`src/rtl/cursor_controller.sv`:
```
// ----------------------------------------------------------------------------
// cursor_controller
//
// Owns the selected-cell cursor of the board. It turns the player's direction
// buttons into registered row/col indices that feed the cell-to-pixel mapper.
// The indices wrap around at the board edges. Holding a direction auto-repeats
// the step. A free-running blink phase tells the renderer when to draw.
//
// Ports
//   clk        system clock
//   rst        asynchronous, active-high reset
//   btn_up     debounced/synchronised level, active-high
//   btn_down   debounced/synchronised level, active-high
//   btn_left   debounced/synchronised level, active-high
//   btn_right  debounced/synchronised level, active-high
//   enable     1 = cursor may move (game in play)
//   row        selected row, 0 = top
//   col        selected column, 0 = left
//   blink_on   1 = draw the cursor in this phase
//   moved      one-cycle pulse, high in the cycle row/col show a new value
// ----------------------------------------------------------------------------
module cursor_controller #(
    parameter int GRID_SIZE     = 9,
    parameter int HOLD_CYCLES   = 25_000_000,
    parameter int REPEAT_CYCLES = 5_000_000,
    parameter int BLINK_CYCLES  = 12_500_000
) (
    input  logic       clk,
    input  logic       rst,
    input  logic       btn_up,
    input  logic       btn_down,
    input  logic       btn_left,
    input  logic       btn_right,
    input  logic       enable,
    output logic [3:0] row,
    output logic [3:0] col,
    output logic       blink_on,
    output logic       moved
);

    // One counter is shared between the hold and repeat phases, so it is
    // sized for whichever interval is longer.
    localparam int CNT_MAX = (HOLD_CYCLES > REPEAT_CYCLES) ? HOLD_CYCLES : REPEAT_CYCLES;
    localparam int CNT_W   = (CNT_MAX > 1) ? $clog2(CNT_MAX) : 1;
    localparam int BLINK_W = (BLINK_CYCLES > 1) ? $clog2(BLINK_CYCLES) : 1;

    localparam logic [CNT_W-1:0]   HOLD_LAST   = CNT_W'(HOLD_CYCLES - 1);
    localparam logic [CNT_W-1:0]   REPEAT_LAST = CNT_W'(REPEAT_CYCLES - 1);
    localparam logic [BLINK_W-1:0] BLINK_LAST  = BLINK_W'(BLINK_CYCLES - 1);
    localparam logic [3:0]         GRID_LAST   = 4'(GRID_SIZE - 1);

    typedef enum logic [1:0] {
        ST_IDLE,
        ST_HOLD,
        ST_REPEAT
    } state_t;

    typedef enum logic [2:0] {
        DIR_NONE,
        DIR_UP,
        DIR_DOWN,
        DIR_LEFT,
        DIR_RIGHT
    } dir_t;

    state_t              state;
    state_t              state_next;
    dir_t                dir;
    dir_t                last_dir;
    logic [CNT_W-1:0]    cnt;
    logic [CNT_W-1:0]    cnt_next;
    logic [BLINK_W-1:0]  blink_cnt;
    logic                step;

    // Wrap-around index arithmetic. Indices always stay in 0..GRID_SIZE-1.
    function automatic logic [3:0] wrap_inc(input logic [3:0] idx);
        return (idx == GRID_LAST) ? 4'd0 : idx + 4'd1;
    endfunction

    function automatic logic [3:0] wrap_dec(input logic [3:0] idx);
        return (idx == 4'd0) ? GRID_LAST : idx - 4'd1;
    endfunction

    // A direction is valid only when exactly one button is pressed. Chords
    // count as no direction, so the cursor never moves diagonally or
    // ambiguously.
    always_comb begin
        dir = DIR_NONE;
        case ({btn_up, btn_down, btn_left, btn_right})
            4'b1000: dir = DIR_UP;
            4'b0100: dir = DIR_DOWN;
            4'b0010: dir = DIR_LEFT;
            4'b0001: dir = DIR_RIGHT;
            default: dir = DIR_NONE;
        endcase
    end

    // Hold / auto-repeat FSM: next state, counter and step request.
    always_comb begin
        state_next = state;
        cnt_next   = cnt;
        step       = 1'b0;

        if (!enable) begin
            // Disabled: park in IDLE. When enable rises again, a held button
            // then counts as a fresh press.
            state_next = ST_IDLE;
            cnt_next   = '0;
        end else begin
            case (state)
                ST_IDLE: begin
                    if (dir != DIR_NONE) begin
                        step       = 1'b1;
                        cnt_next   = '0;
                        state_next = ST_HOLD;
                    end
                end
                ST_HOLD: begin
                    if (dir == DIR_NONE) begin
                        state_next = ST_IDLE;
                        cnt_next   = '0;
                    end else if (dir != last_dir) begin
                        step     = 1'b1;
                        cnt_next = '0;
                    end else if (cnt == HOLD_LAST) begin
                        step       = 1'b1;
                        cnt_next   = '0;
                        state_next = ST_REPEAT;
                    end else begin
                        cnt_next = cnt + 1'b1;
                    end
                end
                ST_REPEAT: begin
                    if (dir == DIR_NONE) begin
                        state_next = ST_IDLE;
                        cnt_next   = '0;
                    end else if (dir != last_dir) begin
                        // A new direction must wait out the full hold delay
                        // again before it starts repeating.
                        step       = 1'b1;
                        cnt_next   = '0;
                        state_next = ST_HOLD;
                    end else if (cnt == REPEAT_LAST) begin
                        step     = 1'b1;
                        cnt_next = '0;
                    end else begin
                        cnt_next = cnt + 1'b1;
                    end
                end
                default: begin
                    state_next = ST_IDLE;
                    cnt_next   = '0;
                end
            endcase
        end
    end

    always_ff @(posedge clk or posedge rst) begin
        if (rst) begin
            state <= ST_IDLE;
            cnt   <= '0;
        end else begin
            state <= state_next;
            cnt   <= cnt_next;
        end
    end

    // Cursor position. The direction is latched on every step so that HOLD
    // and REPEAT can tell a change of direction from a continued hold.
    always_ff @(posedge clk or posedge rst) begin
        if (rst) begin
            row      <= 4'd0;
            col      <= 4'd0;
            last_dir <= DIR_NONE;
            moved    <= 1'b0;
        end else begin
            moved <= step;
            if (step) begin
                last_dir <= dir;
                case (dir)
                    DIR_UP:    row <= wrap_dec(row);
                    DIR_DOWN:  row <= wrap_inc(row);
                    DIR_LEFT:  col <= wrap_dec(col);
                    DIR_RIGHT: col <= wrap_inc(col);
                    default:   ;
                endcase
            end
        end
    end

    // Blink phase. A step restarts a full visible half-period so that the
    // cursor is always shown right after it moves.
    always_ff @(posedge clk or posedge rst) begin
        if (rst) begin
            blink_on  <= 1'b1;
            blink_cnt <= '0;
        end else if (step) begin
            blink_on  <= 1'b1;
            blink_cnt <= '0;
        end else if (blink_cnt == BLINK_LAST) begin
            blink_on  <= ~blink_on;
            blink_cnt <= '0;
        end else begin
            blink_cnt <= blink_cnt + 1'b1;
        end
    end

endmodule

```
`config.mk`:
```
export PLATFORM = sky130hd
export DESIGN_NAME = cursor_controller
export DESIGN_NICKNAME = d
export VERILOG_FILES = /design/src/rtl/cursor_controller.sv
export SDC_FILE = /design/constraint.sdc
export NUM_CORES = 1
export LEC_CHECK = 0
export CORE_ASPECT_RATIO = 1.4
export CORE_MARGIN = 2
export CORE_UTILIZATION = 60
export CTS_BUF_LIST = sky130_fd_sc_hd__clkbuf_8 sky130_fd_sc_hd__clkbuf_16
export DETAILED_ROUTE_END_ITERATION = 16
export GPL_TIMING_DRIVEN = 0
export PLACE_DENSITY = 0.84
export SLEW_MARGIN = 20
export SYNTH_ARGS = -nofsm -noshare
export SYNTH_HDL_FRONTEND = slang
export SYNTH_SLANG_ARGS = --single-unit
```
`constraint.sdc`:
```
create_clock -name clk -period 3.37 [get_ports clk]
set_input_delay 0.8425 -clock clk [delete_from_list [all_inputs] [get_ports clk]]
set_output_delay 0.8425 -clock clk [all_outputs]
set_load 0.005 [all_outputs]
```
-- After elaboration in Yosys (flattened, before gate mapping)
Index checks and enable logic that the tools add are counted.
W data, S select, Z words.
- RAM bits: 0
- latch bits: 0
- memories kept: 0
- bits of input ports: 7
- flip-flop bits (word level): 64
- output and inout bits: 10
- memory bits (read-only): 0
- word-level logic and storage cells: 83
- magnitude comparators: 0
- div/mod/pow operators: 0
- add/sub/neg operators: 6
- multiplexer cells: 37
- reduce and logical (&&, ||, !) cells: 11
- shift operators: 0
- equality and inequality tests: 20
- multiply operators: 0
- bitwise gates (word level): 1
- operator list (cell ; number):
    $mux W25 ; 8
    $pmux W25 S3 ; 1
    $mux W24 ; 2
    $add A25 B1 Y25 const B ; 1
    $eq A25 B23 Y1 const B ; 1
    $eq A25 B25 Y1 const B ; 1
    $add A24 B1 Y24 const B ; 1
    $eq A24 B24 Y1 const B ; 1
    $mux W4 ; 4
    $pmux W4 S2 ; 2
    $mux W2 ; 7
    $eq A4 B4 Y1 const B ; 3
    $ne A4 B4 Y1 const B ; 3
    $pmux W3 S4 ; 1
    $mux W1 ; 10
    $add A4 B1 Y4 const B ; 2
    $logic_not A4 Y1 ; 2
    $sub A4 B1 Y4 const B ; 2
    $eq A3 B2 Y1 const B ; 2
    $pmux W2 S3 ; 1
    $reduce_bool A2 Y1 ; 3
    $eq A4 B1 Y1 const B ; 1
    $eq A4 B2 Y1 const B ; 1
    $eq A4 B3 Y1 const B ; 1
    13 further kinds ; 14

-- Longest topological paths before layout
- word-level depth: 8
- mapped depth: 10
- depth with buffers taken out: 8

-- Worst setup path before layout
OpenSTA, ideal clock, no wires.
- kind: in2reg
- from: input port btn_left
- to: register col[0]
- stages on the path: 8
- required time: 3.243 ns
- setup slack: 0.487 ns
- library setup time: 0.127 ns
- buffers on the path: 2
- arrival time: 2.756 ns
- cells stage by stage: buf_2 -> or4b_1 -> buf_2 -> nor3_2 -> a211oi_2 -> o31ai_2 -> a31oi_1 -> mux2_1
- word-level cells in the longest chain between the ends: 8
- elaborated cells on any way between the ends: 20
- those cells by class: eq/ne: 7; mux: 9; reduce/logical: 4
- ends and longest elaborated chain (what ; RTL line ; source):
    from (decl) ; 32 ; input logic btn_left,
    $eq A4 B1 Y1 (tied with other cells) ; 89 ; case ({btn_up, btn_down, btn_left, btn_right})
    $pmux W3 S4 * ; 89 ;
    $ne A3 B3 Y1 ; 122, 137 ;
    $mux W1 (on tied branches) ; 137, 122 ;
    $mux W1 (on tied branches) ; 134, 119 ;
    $pmux W1 S3 ; 110 ; case (state)
    $mux W1 ; 104 ; if (!enable) begin
    $reduce_and A2 Y1 (no line) ; - ;
    to (signal assigned) ; 183 ; DIR_LEFT: col <= wrap_dec(col);
    to (signal assigned) ; 184 ; DIR_RIGHT: col <= wrap_inc(col);
    to (decl) ; 36 ; output logic [3:0] col,
Mark *: on every way between the ends. The rest lies on a longest branch, timed or not.
A chain may end at the register's enable or synchronous reset.

-- Worst setup path after layout
- from: input port btn_up
- to: register row[0]
- word-level cells in the longest chain between the ends: 8
- elaborated cells on any way between the ends: 20
- those cells by class: eq/ne: 7; mux: 9; reduce/logical: 4
- ends and longest elaborated chain (what ; RTL line ; source):
    from (decl) ; 30 ; input logic btn_up,
    $eq A4 B1 Y1 (tied with other cells) ; 89 ;
    $pmux W3 S4 * ; 89 ;
    $ne A3 B3 Y1 ; 122, 137 ;
    $mux W1 (on tied branches) ; 137, 122 ;
    $mux W1 (on tied branches) ; 134, 119 ;
    $pmux W1 S3 ; 110 ;
    $mux W1 ; 104 ;
    $reduce_and A2 Y1 (no line) ; - ;
    to (signal assigned) ; 181 ; DIR_UP: row <= wrap_dec(row);
    to (signal assigned) ; 182 ; DIR_DOWN: row <= wrap_inc(row);
    to (decl) ; 35 ; output logic [3:0] row,
Marked as above.

==> results.json <==
{
  "relSlewSlack_pct": 34.4,
  "fin_crit_sh_pct": 97.4,
  "layout_commonest_cell": "dfrtp_1",
  "use_met2_pct": 43.6,
  "synth_top_cell_by_area": "dfrtp_1",
  "cts-buffers-inserted": 9,
  "ctsLongestPathBuffers": 2,
  "syn-num-nets": 437,
  "grt_pass1_vias": 3128,
  "hold_ws_ns": 0.476,
  "worst-setup-path-type": "in -> reg",
  "die_x_um": 72.2,
  "final_cell_area_um2": 4330,
  "via_per_inst": 5.92,
  "insertedDiodeCount": 0,
  "cp_slowest_stage_delay_ns": 0.54,
  "nets": 461,
  "worstPathBufferInverterCount": 2,
  "max_cap_violations": 0,
  "drt-initial-drc-count": 128,
  "hold_class": "reg -> reg",
  "total_power_mw": 2.28,
  "fin_crit_ns": 3.28,
  "grt_pass1_wl_um": 14000,
  "grt_use_met1_pct": 28.4,
  "finalHoldViolCount": 0,
  "cts-root-buf": "clkbuf_8",
  "die_h_um": 99.4,
  "ys_seq_elements": 64,
  "multiInputGateArea_um2": 2140,
  "track_usage_pct": 24.8,
  "critPathMaxFanout": 10,
  "synth_edf_count": 0,
  "synthToLayoutAreaGrowth_pct": 11.0,
  "via_count": 3084,
  "cts.sinks": 64,
  "io_pins": 17,
  "yosys_warnings": 0,
  "maxSlewViolCount": 0,
  "synth_area_per_cell_um2": 9.29,
  "synth-async-reset-ratio_pct": 100,
  "grt_overflow": 0,
  "drive_above_1_share_pct": 13.1,
  "dp_hpwl_um": 5770,
  "synth_top_area_share_pct": 40.4,
  "dp_slack_ns": -0.309,
  "fin_ws_ns": 0.0863,
  "start_util_pct": 62.4,
  "max_freq_ghz": 0.305,
  "r2r_setup_slack_ns": 0.75,
  "netlist_area_um2": 3900,
  "final_cell_mix": "dfrtp_1 (63), nand2_1 (42), nor2_1 (36), xor2_1 (26), nand3_1 (25)",
  "ant_nets": 0,
  "rows": 34,
  "cp_slowest_cell": "a211oi_2",
  "crit_path_end_kind": "flip-flop",
  "grt_max_degree": 35,
  "synth_flop_cell": "dfrtp_1",
  "synthCells": 420,
  "setup_viol": 0,
  "cp-start-kind": "primary input",
  "cts_max_level": 3,
  "p_per_area_nw_per_um2": 526,
  "dieArea_um2": 7170,
  "worstMarginPinSlew_ns": 0.976,
  "fill_cells": 481,
  "firstDrtPassIters": 4,
  "core_um2": 6250,
  "placedCellCount": 505,
  "seq_area_um2": 1600,
  "clock_skew_ns": 0.0111,
  "reg2reg_to": "cnt[4]$_DFFE_PP0N_",
  "hold-path-cell-count": 1,
  "post-route-drc-count": 0,
  "insertion_delay_ns": 0.35,
  "drt_wl_total_um": 8030,
  "power.leakage_nw": 1.80,
  "crit_required_ns": 3.60,
  "cts_tree": "built",
  "layoutNonFillerInstCount": 521,
  "worstPathArrival_ns": 3.51,
  "dpl_cell_area_um2": 4130,
  "clk_pin_slew_ns": 0.08,
  "r2r-start": "cnt[10]$_DFFE_PP0N_",
  "min_from": "blink_cnt[0]$_DFF_PP0_",
  "antenna_found_initial": 0,
  "synth_cell_type_count": 58,
  "grt.busiest_layer": "met2",
  "path_cells": "clkdlybuf4s50_1, buf_2, xnor2_1, o41ai_1, a211oi_2, o31ai_2, a31oi_1, mux2_1",
  "outcome": "finished, final reports clean",
  "cts_hold_buf": 0,
  "port_buffers": 12,
  "hold_end": "blink_cnt[0]$_DFF_PP0_",
  "use_met3_pct": 2.84,
  "wl_per_cell_um": 15.4,
  "cp_top_family": "compound AO/OA/AOI/OAI gates",
  "synthTopCellsByArea": "dfrtp_1 (40%), xor2_1 (5.8%), xnor2_1 (5.2%)",
  "irDropWorstVdd_uv": 314,
  "reg2regPathDepth": 7,
  "place_congestion": 0.869,
  "yosysSeqAreaShare_pct": 41.1
}
-- metrics by stage --
step	util (%)	TNS, ns
CTS	69.0	0
global placement	65.7	-13.13
floorplan	-	0
global route	69.2	-0.0324
detailed placement	66.1	-5.96
finish	69.2	0
-- logic make-up (layout without fill, tap and decap cells) --
logic type | count (synthesis) | count (layout) | share of synthesized area [%]
muxes | 14 | 14 | 3.78
and+or+nand+nor | 192 | 192 | 26.4
DFF | 64 | 64 | 41.1
AOI/OAI and AO/OA | 51 | 51 | 9.69
adders and majority gates | 10 | 10 | 3.21
xor gates and xnor gates | 50 | 50 | 11.4
buffers and inverters | 39 | 68 | 4.39
-- where the power goes --
part | internal [mW] | switching, mW | total, mW
Sequential | 0.862 | 0.105 | 0.966
Combinational | 0.306 | 0.401 | 0.707
Clock | 0.287 | 0.315 | 0.603
-- synth_stat cells (2+ instances only) --
cell type  count
dfrtp_1       63
nand2_1       42
nor2_1        36
xor2_1        26
nand3_1       25
xnor2_1       23
inv_1         19
nor2_2        19
nand4_1       15
and3_1        11
a21oi_1       10
clkbuf_1      10
ha_1          10
a31oi_1        8
mux2i_1        8
and2_1         7
o21ai_0        7
a211oi_1       6
nor4b_1        6
buf_2          5
or4_1          5
mux2_1         4
nor3_1         4
a22o_1         3
and4_1         3
nor3b_1        3
o32ai_1        3
or3_1          3
buf_1          2
buf_6          2
mux2_2         2
nand4b_1       2
nor4_1         2
o22ai_1        2
-- worst max path at each step --
stage / start / to / slack, ns / cells past startpoint
after floorplan: btn_left / col[0]$_DFFE_PP0P_ / 0.49 / 8
after global placement: btn_up / col[0]$_DFFE_PP0P_ / -0.21 / 8
after detailed placement: btn_up / col[0]$_DFFE_PP0P_ / -0.31 / 8
after CTS: btn_up / col[0]$_DFFE_PP0P_ / 0.08 / 8
after global routing: btn_up / cnt[11]$_DFFE_PP0N_ / -0.02 / 9
final: btn_up / row[0]$_DFFE_PP0P_ / 0.09 / 8
-- what timing repair did --
action	in CTS	in global routing
gates resized for setup	0	3
buffers inserted	0	0
endpoints found under the setup margin	0	17
-- sequential cells by signal, summed over array words and instances, names as in the netlist --
name and cells:
moved 1, col 4, last_dir 3, blink_cnt 24, cnt 25, blink_on 1, state 2, row 4
-- layer usage --
metal / routed length [um] / share of wire, %
met1: 3310 / 41
met2: 4290 / 53
met3: 167 / 2.1
met4: 251 / 3.1
met5: 0 / 0
-- layout make-up --
cell class	instances	share of cell area, %
multi-input combinational	317	49.4
sequential	64	37.0
timing repair buffer	13	3.24
clock buffer	10	3.18
buffer	20	2.34
tap	72	2.08
inverter	19	1.70
clock inverter	6	1.04
Power figures use the tool's default switching activity.
